$ cat src/rtl/fft_frame_monitor_if.sv
// Streaming FFT output beat: frame syncs plus LANES packed {real, imag} samples.
interface fft_mon_stream_if #(
   parameter int unsigned DW = 76
) ();
   logic          i_in_sync;
   logic          i_sync;
   logic [DW-1:0] i_data;

   modport master (output i_in_sync, output i_sync, output i_data);
   modport slave  (input  i_in_sync, input  i_sync, input  i_data);
endinterface

$ cat src/rtl/fft_frame_monitor.sv
// Per-frame monitor for the multi-lane FFT output: bin tracking, peak bin, sync latency.
// Optional frame energy accumulator enabled by `define FFT_MON_ENERGY_EN.
module fft_frame_monitor #(
   parameter int unsigned OWIDTH = 19,
   parameter int unsigned LGN    = 12,
   parameter int unsigned LANES  = 2,
   parameter int unsigned LATW   = 16
) (
   input  logic                    i_clk,
   input  logic                    i_reset,
   input  logic                    i_clk_enable,
   fft_mon_stream_if.slave         stream_i,
   output logic                    o_busy,
   output logic [LGN-1:0]          o_bin_base,
   output logic                    o_frame_done,
   output logic [LGN-1:0]          o_peak_bin,
   output logic [OWIDTH:0]         o_peak_mag,
   output logic [LATW-1:0]         o_latency,
   output logic                    o_lat_valid,
   output logic                    o_overrun,
   output logic [OWIDTH+LGN:0]     o_energy
);
   localparam int unsigned DW = LANES * 2 * OWIDTH;
   localparam int unsigned MW = OWIDTH + 1;
   localparam int unsigned N  = 32'd1 << LGN;
   localparam logic [LGN-1:0]  LANE_STEP = LGN'(LANES);
   localparam logic [LGN-1:0]  LAST_PREV = LGN'(N - 2 * LANES);
   localparam logic [LATW-1:0] LAT_MAX   = '1;

   typedef enum logic {S_IDLE, S_CAPTURE} state_e;

   state_e            state_q, state_d;
   logic [LGN-1:0]    bin_q, bin_d;
   logic [MW-1:0]     run_mag_q, run_mag_d;
   logic [LGN-1:0]    run_bin_q, run_bin_d;
   logic [LGN-1:0]    peak_bin_q, peak_bin_d;
   logic [MW-1:0]     peak_mag_q, peak_mag_d;
   logic              done_q, done_d;
   logic              ovr_q, ovr_d;
   logic [LATW-1:0]   lat_cnt_q, lat_cnt_d;
   logic              armed_q, armed_d;
   logic [LATW-1:0]   lat_q, lat_d;
   logic              lat_valid_q, lat_valid_d;

   logic [MW-1:0]     beat_mag, lane_mag;
   logic [LGN-1:0]    beat_lane, base_in, cand_bin;
   logic [LATW-1:0]   cnt_inc;
   logic              take, last, seed;

   // |re| + |im| for one lane; lane 0 sits in the MSBs, real above imag
   function automatic logic [MW-1:0] lane_mag_f(input logic [DW-1:0] d, input int unsigned l);
      logic [MW-1:0] re_x;
      logic [MW-1:0] im_x;
      re_x = {d[(LANES-1-l)*2*OWIDTH + 2*OWIDTH - 1], d[(LANES-1-l)*2*OWIDTH + OWIDTH +: OWIDTH]};
      im_x = {d[(LANES-1-l)*2*OWIDTH + OWIDTH - 1],   d[(LANES-1-l)*2*OWIDTH +: OWIDTH]};
      if (re_x[MW-1]) re_x = ~re_x + 1'b1;
      if (im_x[MW-1]) im_x = ~im_x + 1'b1;
      return re_x + im_x;
   endfunction

   // Largest lane of the beat; strict compare keeps the lowest lane on ties
   always_comb begin : beat_eval
      beat_mag  = '0;
      beat_lane = '0;
      lane_mag  = '0;
      for (int unsigned l = 0; l < LANES; l++) begin
         lane_mag = lane_mag_f(stream_i.i_data, l);
         if (lane_mag > beat_mag) begin
            beat_mag  = lane_mag;
            beat_lane = LGN'(l);
         end
      end
   end

   always_comb begin : next_state
      state_d    = state_q;
      bin_d      = bin_q;
      run_mag_d  = run_mag_q;
      run_bin_d  = run_bin_q;
      peak_bin_d = peak_bin_q;
      peak_mag_d = peak_mag_q;
      done_d     = 1'b0;
      ovr_d      = 1'b0;
      seed       = 1'b0;
      base_in    = bin_q + LANE_STEP;
      cand_bin   = base_in + beat_lane;
      take       = beat_mag > run_mag_q;
      last       = (bin_q == LAST_PREV);
      case (state_q)
         S_IDLE: begin
            if (stream_i.i_sync) begin
               seed    = 1'b1;
               state_d = S_CAPTURE;
            end
         end
         S_CAPTURE: begin
            if (last) begin
               state_d    = S_IDLE;
               bin_d      = '0;
               done_d     = 1'b1;
               peak_bin_d = take ? cand_bin : run_bin_q;
               peak_mag_d = take ? beat_mag : run_mag_q;
            end else if (stream_i.i_sync) begin
               seed  = 1'b1;
               ovr_d = 1'b1;
            end else begin
               bin_d = base_in;
               if (take) begin
                  run_mag_d = beat_mag;
                  run_bin_d = cand_bin;
               end
            end
         end
         default: state_d = S_IDLE;
      endcase
      // First beat of a frame (fresh or after overrun) seeds the running peak
      if (seed) begin
         bin_d     = '0;
         run_mag_d = beat_mag;
         run_bin_d = beat_lane;
      end
   end

   always_comb begin : latency_next
      lat_cnt_d   = lat_cnt_q;
      armed_d     = armed_q;
      lat_d       = lat_q;
      lat_valid_d = lat_valid_q;
      cnt_inc     = (lat_cnt_q == LAT_MAX) ? lat_cnt_q : lat_cnt_q + 1'b1;
      if (stream_i.i_in_sync) begin
         lat_cnt_d   = '0;
         armed_d     = 1'b1;
         lat_valid_d = 1'b0;
         if (stream_i.i_sync) begin
            lat_d       = '0;
            lat_valid_d = 1'b1;
            armed_d     = 1'b0;
         end
      end else if (armed_q) begin
         lat_cnt_d = cnt_inc;
         if (stream_i.i_sync) begin
            lat_d       = cnt_inc;
            lat_valid_d = 1'b1;
            armed_d     = 1'b0;
         end
      end
   end

   always_ff @(posedge i_clk or posedge i_reset) begin
      if (i_reset) begin
         state_q     <= S_IDLE;
         bin_q       <= '0;
         run_mag_q   <= '0;
         run_bin_q   <= '0;
         peak_bin_q  <= '0;
         peak_mag_q  <= '0;
         done_q      <= 1'b0;
         ovr_q       <= 1'b0;
         lat_cnt_q   <= '0;
         armed_q     <= 1'b0;
         lat_q       <= '0;
         lat_valid_q <= 1'b0;
      end else if (i_clk_enable) begin
         state_q     <= state_d;
         bin_q       <= bin_d;
         run_mag_q   <= run_mag_d;
         run_bin_q   <= run_bin_d;
         peak_bin_q  <= peak_bin_d;
         peak_mag_q  <= peak_mag_d;
         done_q      <= done_d;
         ovr_q       <= ovr_d;
         lat_cnt_q   <= lat_cnt_d;
         armed_q     <= armed_d;
         lat_q       <= lat_d;
         lat_valid_q <= lat_valid_d;
      end
   end

`ifdef FFT_MON_ENERGY_EN
   localparam int unsigned EW = OWIDTH + 1 + LGN;
   logic [EW-1:0] beat_sum, acc_q, acc_d, energy_q, energy_d;

   always_comb begin : energy_next
      beat_sum = '0;
      for (int unsigned l = 0; l < LANES; l++) begin
         beat_sum = beat_sum + EW'(lane_mag_f(stream_i.i_data, l));
      end
      acc_d    = acc_q;
      energy_d = energy_q;
      if (seed) begin
         acc_d = beat_sum;
      end else if (state_q == S_CAPTURE) begin
         if (last) begin
            energy_d = acc_q + beat_sum;
            acc_d    = '0;
         end else begin
            acc_d = acc_q + beat_sum;
         end
      end
   end

   always_ff @(posedge i_clk or posedge i_reset) begin
      if (i_reset) begin
         acc_q    <= '0;
         energy_q <= '0;
      end else if (i_clk_enable) begin
         acc_q    <= acc_d;
         energy_q <= energy_d;
      end
   end

   assign o_energy = energy_q;
`else
   assign o_energy = '0;
`endif

   assign o_busy       = (state_q == S_CAPTURE);
   assign o_bin_base   = bin_q;
   assign o_frame_done = done_q;
   assign o_peak_bin   = peak_bin_q;
   assign o_peak_mag   = peak_mag_q;
   assign o_latency    = lat_q;
   assign o_lat_valid  = lat_valid_q;
   assign o_overrun    = ovr_q;
endmodule

$ cat src/flat_wrapper.sv
// flat-port wrapper written by rule: the top's interface ports become plain ports
module fft_frame_monitor_flat 
#(
   parameter int unsigned OWIDTH = 19,
   parameter int unsigned LGN    = 12,
   parameter int unsigned LANES  = 2,
   parameter int unsigned LATW   = 16
)
  (i_clk, i_reset, i_clk_enable, o_busy, o_bin_base, o_frame_done, o_peak_bin, o_peak_mag, o_latency, o_lat_valid, o_overrun, o_energy, stream_i_i_in_sync, stream_i_i_sync, stream_i_i_data);
  fft_mon_stream_if #(.DW((LANES * 2 * OWIDTH))) stream_i_i ();
  input  logic i_clk;
  input  logic i_reset;
  input  logic i_clk_enable;
  output logic o_busy;
  output logic [LGN-1:0] o_bin_base;
  output logic o_frame_done;
  output logic [LGN-1:0] o_peak_bin;
  output logic [OWIDTH:0] o_peak_mag;
  output logic [LATW-1:0] o_latency;
  output logic o_lat_valid;
  output logic o_overrun;
  output logic [OWIDTH+LGN:0] o_energy;
  input wire logic [$bits(stream_i_i.i_in_sync)-1:0] stream_i_i_in_sync;
  input wire logic [$bits(stream_i_i.i_sync)-1:0] stream_i_i_sync;
  input wire logic [$bits(stream_i_i.i_data)-1:0] stream_i_i_data;
  assign stream_i_i.i_in_sync = stream_i_i_in_sync;
  assign stream_i_i.i_sync = stream_i_i_sync;
  assign stream_i_i.i_data = stream_i_i_data;
  fft_frame_monitor #(.OWIDTH(OWIDTH), .LGN(LGN), .LANES(LANES), .LATW(LATW)) u_core (.i_clk(i_clk), .i_reset(i_reset), .i_clk_enable(i_clk_enable), .stream_i(stream_i_i), .o_busy(o_busy), .o_bin_base(o_bin_base), .o_frame_done(o_frame_done), .o_peak_bin(o_peak_bin), .o_peak_mag(o_peak_mag), .o_latency(o_latency), .o_lat_valid(o_lat_valid), .o_overrun(o_overrun), .o_energy(o_energy));
endmodule
$ cat config.mk
export PLATFORM = sky130hd
export DESIGN_NAME = fft_frame_monitor_flat
export DESIGN_NICKNAME = d
export VERILOG_FILES = /design/src/rtl/fft_frame_monitor_if.sv /design/src/rtl/fft_frame_monitor.sv /design/src/flat_wrapper.sv
export SDC_FILE = /design/constraint.sdc
export NUM_CORES = 1
export LEC_CHECK = 0
export ABC_AREA = 1
export BUFFER_PORTS_ARGS = -buffer_cell sky130_fd_sc_hd__buf_2
export CORE_UTILIZATION = 57
export DETAILED_ROUTE_END_ITERATION = 16
export GPL_ROUTABILITY_DRIVEN = 0
export PLACE_DENSITY = 0.79
export SETUP_SLACK_MARGIN = 0.05
export SLEW_MARGIN = 20
export SYNTH_ARGS = -nofsm -noshare
export SYNTH_HDL_FRONTEND = slang
export SYNTH_SLANG_ARGS = --single-unit
$ cat constraint.sdc
create_clock -name i_clk -period 6.1 [get_ports i_clk]
set_clock_uncertainty 0.1 [all_clocks]
set_input_delay 0.915 -clock i_clk [delete_from_list [all_inputs] [get_ports i_clk]]
set_output_delay 0.915 -clock i_clk [all_outputs]
set_load 0.02 [all_outputs]
### Yosys cells after proc, flatten, opt, wreduce, memory -nomap -nowiden

Cells that the tools add are included.
Widths: inputs -> output; s select.

| storage, ports and cells | value |
|---|---|
| output and inout bits | 96 |
| flip-flop bits (word level) | 113 |

| cells by class | value |
|---|---|
| bitwise logic cells | 5 |
| reductions and logical operators | 9 |
| $lt $le $gt $ge | 3 |
| $add $sub $neg | 9 |
| eq/ne operators | 5 |
| muxes and demuxes | 42 |

Operators by type and width:

| cell | number |
|---|---|
| $mux 20 | 11 |
| $mux 16 | 7 |
| $mux 12 | 9 |
| $add 20x1->20 const B | 4 |
| $not 20->20 | 4 |
| $add 20x20->20 | 2 |
| $gt 20x20->1 | 2 |
| $gt 20x1->1 const B | 1 |
| $add 16x1->16 const B | 1 |
| $eq 16x16->1 const B | 1 |
| $mux 1 | 13 |
| $add 12x1->12 | 1 |
| $add 12x2->12 const B | 1 |
| $eq 12x12->1 const B | 1 |
| $reduce_and 3->1 | 4 |
| $reduce_bool 2->1 | 3 |
| $pmux 1 s2 | 2 |
| $reduce_and 4->1 | 1 |
| $ne 3x1->1 const B | 1 |
| $ne 2x1->1 const B | 1 |
| $ne 2x2->1 const B | 1 |
| $reduce_and 2->1 | 1 |
| $not 1->1 | 1 |

### Longest topological paths before layout

| logic depth | value |
|---|---|
| depth after elaboration | 14 |
| gate-level depth with buffers | 46 |
| gate-level depth less buffers | 44 |

### Least setup slack after synthesis

Ideal clock, no wire load.

| path | value |
|---|---|
| path kind | input -> register |
| start point | input stream_i_i_data[1] |
| end point | register u_core.run_bin_q[5] |
| path slack | 0.254 ns |
| path buffers | 3 |
| setup time | 0.124 ns |
| stages on the path | 43 |
| required time | 5.876 ns |
| arrival time | 5.621 ns |
| path through | nor3_1 -> nand2_1 -> nor3_1 -> nand2_1 -> nor3_1 -> nand2_1 -> nand2_1 -> nand2_1 -> xor2_1 -> ha_1 -> clkbuf_1 -> a21oi_1 -> nand2_1 -> nor2_1 -> nand3_1 -> nand2_1 -> nand2_1 -> ha_1 -> [7 not listed] -> inv_2 -> buf_6 -> nand2_1 -> nand2_1 -> inv_1 -> ha_1 -> nand2_1 -> nor2_1 -> nand4_1 -> nor2_1 -> nand2_1 -> nand2_1 -> nor2_1 -> nor2_4 -> buf_4 -> nand2_1 -> o21ai_1 -> o21ai_1 |

| on the way | value |
|---|---|
| cells in the longest elaborated chain, start to end | 12 |
| elaborated cells on any way between the ends | 14 |
| classes of those cells | add/sub (3); order compare (2); mux (8); bitwise (1) |

RTL lines:

| item | RTL line | RTL |
|---|---|---|
| start, declared | flat_wrapper.sv:25 | `input wire logic [$bits(stream_i_i.i_data)-1:0] stream_i_i_data;` |
| $not 20->20 | fft_frame_monitor.sv:57 | `if (im_x[MW-1]) im_x = ~im_x + 1'b1;` |
| $add 20x1->20 | fft_frame_monitor.sv:57 |  |
| $mux 20 (*) | fft_frame_monitor.sv:57 |  |
| $add 20x20->20 (*) | fft_frame_monitor.sv:58 | `return re_x + im_x;` |
| $gt 20x20->1 | fft_frame_monitor.sv:68 | `if (lane_mag > beat_mag) begin` |
| $mux 20 or $mux 1 (tied branches) | fft_frame_monitor.sv:68 |  |
| $gt 20x20->1 or $add 12x1->12 (tied branches) | fft_frame_monitor.sv:87, fft_frame_monitor.sv:86 |  |
| $mux 12 (*) | fft_frame_monitor.sv:108 | `if (take) begin` |
| $mux 12 (*) | fft_frame_monitor.sv:103 | `end else if (stream_i.i_sync) begin` |
| $mux 12 (*) | fft_frame_monitor.sv:97 | `if (last) begin` |
| $mux 12 (*) | fft_frame_monitor.sv:89 | `case (state_q)` |
| $mux 12 (*) | fft_frame_monitor.sv:117 | `if (seed) begin` |
| end signal, assigned | fft_frame_monitor.sv:167 | `run_bin_q <= run_bin_d;` |
| end, declared | fft_frame_monitor.sv:35 | `logic [LGN-1:0] run_bin_q, run_bin_d;` |

Mark *: on every way between the ends. The rest lies on a longest branch, timed or not. The select of a mux whose other input is x is not followed.
A chain may end at the register's enable or synchronous reset.

### Worst setup path in the final report

| path | value |
|---|---|
| start point | input stream_i_i_data[57] |
| end point | register u_core.peak_bin_q[1], in the netlist u_core.o_peak_bin[1] |

| on the way | value |
|---|---|
| cells in the longest elaborated chain, start to end | 10 |
| elaborated cells on any way between the ends | 12 |
| classes of those cells | add/sub (3); order compare (3); mux (5); bitwise (1) |

RTL lines:

| item | RTL line | RTL |
|---|---|---|
| $not 20->20 | fft_frame_monitor.sv:56 | `if (re_x[MW-1]) re_x = ~re_x + 1'b1;` |
| $add 20x1->20 | fft_frame_monitor.sv:56 |  |
| $mux 20 (*) | fft_frame_monitor.sv:56 |  |
| $add 20x20->20 (*) | fft_frame_monitor.sv:58 |  |
| $gt 20x1->1 | fft_frame_monitor.sv:68 |  |
| $mux 20 (*) | fft_frame_monitor.sv:68 |  |
| $gt 20x20->1 | fft_frame_monitor.sv:68 |  |
| $mux 20 or $mux 1 (tied branches) | fft_frame_monitor.sv:68 |  |
| $gt 20x20->1 or $add 12x1->12 (tied branches) | fft_frame_monitor.sv:87, fft_frame_monitor.sv:86 |  |
| $mux 12 (*) | n/a |  |
| end signal, assigned | fft_frame_monitor.sv:168 | `peak_bin_q <= peak_bin_d;` |
| end, declared | fft_frame_monitor.sv:36 | `logic [LGN-1:0] peak_bin_q, peak_bin_d;` |

Mark *: on every way between the ends. The rest lies on a longest branch, timed or not.

==> flow_summary_export.csv <==
group,metric,value,unit
timing,setup_viol,64,
timing,rsz0062_at_grt,"true",
drt,viasPerCell,5.907,
drt,dr.pass1.iters,9,
power_and_ir_drop,ir_worst_vdd,0.3042,mV
setup_path,critPathMaxStageDelay,0.41,ns
setup_path,crit_slowest_cell,"nand4_1",
status,violations,"setup timing",
final_layout,fin_area,15360,sq um
timing,finalSetupTns,-45.82,ns
logic_synthesis,synth-compound-area-share,9.858,%
drt,drt-total-wl,40.32,mm
placement,placed_cell_area,12860,sq um
logic_synthesis,yosysSeqAreaShare,25.89,%
setup_path,cp_num_cells,43,
die,rows,50,
logic_synthesis,ys_warn_count,0,
timing,slew_headroom,36.68,%
power_and_ir_drop,p_per_area,458.4,nW/um^2
logic_synthesis,ys_seq_elements,112,
final_layout,n_fill_cell,1114,
placement,place_inst,2203,
die,die-area,19550,sq um
setup_path,start_kind,"primary input",
cts,h-tree-depth,3,
die,start_util,58.07,%
logic_synthesis,synth_adder_area_share,10.19,%
global_routing,grt_max_degree,67,
timing,fin_crit,6.928,ns
logic_synthesis,muxShareOfSynthArea,0,%
cts,clockBufferDepth,2,
logic_synthesis,synth_xor_area_share,7.685,%
setup_path,end_kind,"flop",
cts,cts_tree,"done",
timing,hold_slack,0.3839,ns
logic_synthesis,synth_edf_count,0,
drt,via_count,13430,
die,die_y,139.8,um
drt,drt-initial-drc-count,1338,
timing,setup_ws,-0.8281,ns
timing,drv_slew,0,
status,status,"finished, violations left",
logic_synthesis,netlist_area,10830,sq um
setup_path,crit_path_frequent_cell,"nand2_2",
final_layout,drive_gt1_share,33.99,%
setup_path,cp.arrival,7.05,ns
timing,period_share,113.6,%
drt,drc,0,
final_layout,fin_nets,2202,
logic_synthesis,ys_types,40,
cts,numCtsBuffers,9,
logic_synthesis,syn_inst,1688,
global_routing,grt_pass1_wl,56.99,mm
logic_synthesis,synth-simple-area-share,34.67,%
die,die_w,139.8,um
final_layout,layout.cells.non_filler,2273,
power_and_ir_drop,p_leak,8.244,nW
logic_synthesis,async_reset_ff_share,100.0,%
die,core-area,18640,sq um
drt,antenna_left,0,
setup_path,rr_worst_depth,10,
min_path,hold_depth,2,
cts,cts-root-buf,"clkbuf_16",
cts,clk_latency,0.36,ns
setup_path,critical_path.top_delay_family,"simple AND/OR/NAND/NOR gates",
timing,max_freq,144.3,MHz
placement,detailed_place_hpwl,22.64,mm
final_layout,area_growth,41.86,%
global_routing,antenna_found_initial,0,
cts,path_clk_slew,0.08,ns
cts,clkSinkCount,112,
placement,pre_cts_slack,-0.8598,ns
drt,wire_per_inst,17.74,um
logic_synthesis,avgSynthCellArea,6.414,sq um
timing,final-hold-violation-count,0,
final_layout,antenna_cells,0,
job,maxCapViolCount,0,
setup_path,path_class,"primary input to flop",
timing,worstMarginPinSlew,0.9462,ns
global_routing,grt_pass1_vias,12150,
global_routing,grt_usage,36.01,%
setup_path,path_buf_inv,11,
logic_synthesis,ys.flop_type,"dfrtp_1",
min_path,worst_hold_path_type,"flop to flop",
global_routing,grt-ovfl-total,0,
setup_path,cp_max_fo,8,
logic_synthesis,synth_top_family_by_area,"simple AND/OR/NAND/NOR gates",
setup_path,crit_required,6.22,ns
die,ios,177,
placement,portBuffers,143,
cts,hold_buffers,0,
==> cell families after synthesis <==
kind of cell / after synthesis
flip-flops: 112
AO/OA/AOI/OAI: 196
adder cells (fa/ha/maj): 87
AND/OR/NAND/NOR: 912
XOR/XNOR: 95
other: 1
buffers and inverters: 285
==> layer usage <==
layer / up-vias / wire length [um] / track usage [%] / share of wire [%]
met5: - / 0 / 0 / 0
met4: 0 / 3096 / 24.29 / 7.7
met3: 292 / 3791 / 5.231 / 9.4
met2: 964 / 19110 / 62.71 / 47
met1: 6135 / 14320 / 40.93 / 36
li1: 6035 / - / - / -
==> through the flow <==
step	power [mW]	utilization, %
finish	7.040	82.38
global route	7.326	82.38
CTS	5.895	78.92
detailed placement	3.873	68.97
global placement	3.766	68.97
floorplan	2.851	-
==> synthesized netlist by cell type, types with 2 or more instances <==
master      n  area [sq um]
o21a_1      2         15.01
or2_2       5         31.28
a21o_1      3         22.52
clkbuf_1   15         56.30
xor2_1     66         578.1
o21bai_1    3         22.52
fa_1        2         40.04
inv_2       8         30.03
o21ai_0    62         310.3
clkinv_1    2         7.510
dfrtp_1   112          2803
a31oi_1    21         131.4
nand2_1   571          2143
nor2_1    142         533.0
inv_1     203         762.0
nand3_1   124         620.6
nand4_1    13         81.33
nand3b_1    7         52.55
buf_4      42         315.3
o21ai_1    38         190.2
buf_2      11         55.05
nor4_1      5         31.28
a21oi_1    51         255.2
ha_1       85          1064
nor4_2      2         25.02
o31ai_1     5         37.54
nor2_2      2         12.51
xnor2_1    29         254.0
o22ai_1     8         50.05
nor3_1     37         185.2
buf_6       3         33.78
==> worst reg2reg max path, stage by stage (launching register included) <==
cell     delay (ns)
dfrtp_1        0.41
nand2_1        0.15
nor3_2         0.16
inv_2          0.08
nor4_2         0.20
nand3_2        0.18
o21ai_4        0.15
buf_4          0.41
inv_2          0.35
nand2_1        0.74
o21ai_1        0.20
==> power breakdown <==
group	switching (mW)	total, mW	internal (mW)	leakage (nW)
clock	0.310	0.638	0.328	0.150
combinational	3.22	5.44	2.22	6.59
sequential	0.116	0.961	0.845	1.50
total	3.65	7.04	3.39	8.24
==> area by class of cell <==
cell class / count / area, sq um / share of cell area, %
Multi-Input combinational cell: 1323 / 8461 / 55.09
Sequential cell: 112 / 2803 / 18.25
Timing Repair Buffer: 374 / 2673 / 17.40
Inverter: 213 / 809.5 / 5.271
Tap cell: 234 / 292.8 / 1.906
Clock buffer: 9 / 225.2 / 1.466
Clock inverter: 7 / 88.84 / 0.5784
Timing Repair inverter: 1 / 6.256 / 0.04073
==> cells in the final DEF, fill, tap and decap left out, types with 10 or more instances in the layout <==
cell type,netlist,routed
nor2_2,2,18
o21ai_0,62,53
o21ai_1,38,25
buf_2,11,139
nand3_1,124,88
buf_4,42,209
nand2_4,0,35
o21ai_2,0,15
nand2_1,571,458
conb_1,1,33
nor3_2,1,10
nand4_1,13,13
nand3_2,1,32
nor3_1,37,20
nor2_1,142,120
a21oi_2,0,18
dfrtp_1,112,112
ha_1,85,63
inv_2,8,18
inv_1,203,192
ha_4,0,19
a31oi_1,21,14
a21oi_1,51,29
xor2_1,66,65
nand2_2,1,76
buf_6,3,14
xnor2_1,29,27
==> path summary, 6_finish.rpt <==
kind	startpoint	endpoint	slack (ns)
max	stream_i_i_data[57]	u_core.o_peak_bin[1]	-0.83
max reg2reg	u_core.o_bin_base[4]	u_core.run_bin_q[8]	2.81
min	u_core.o_lat_valid	u_core.o_lat_valid	0.38
min in group asynchronous	i_reset	u_core.o_lat_valid	0.51
max in group asynchronous	i_reset	u_core.o_peak_mag[12]	4.14
min reg2reg	u_core.o_lat_valid	u_core.o_lat_valid	0.38
==> state kept, by name (all words and copies together) (netlist names), 11 cells and up <==
| name | flops |
|---|---|
| u_core.run_bin_q | 12 |
| u_core.o_bin_base | 11 |
| u_core.run_mag_q | 20 |
| u_core.o_latency | 16 |
| u_core.lat_cnt_q | 16 |
| u_core.o_peak_bin | 12 |
| u_core.o_peak_mag | 20 |
==> repair_timing <==
item	CTS	global route
endpoints found under the hold margin	0	0
cloned	8	0
pin swaps	104	117
buffers inserted	44	7
resized for setup	264	146
setup endpoints to repair	64	64
Power figures use the tool's default switching activity.
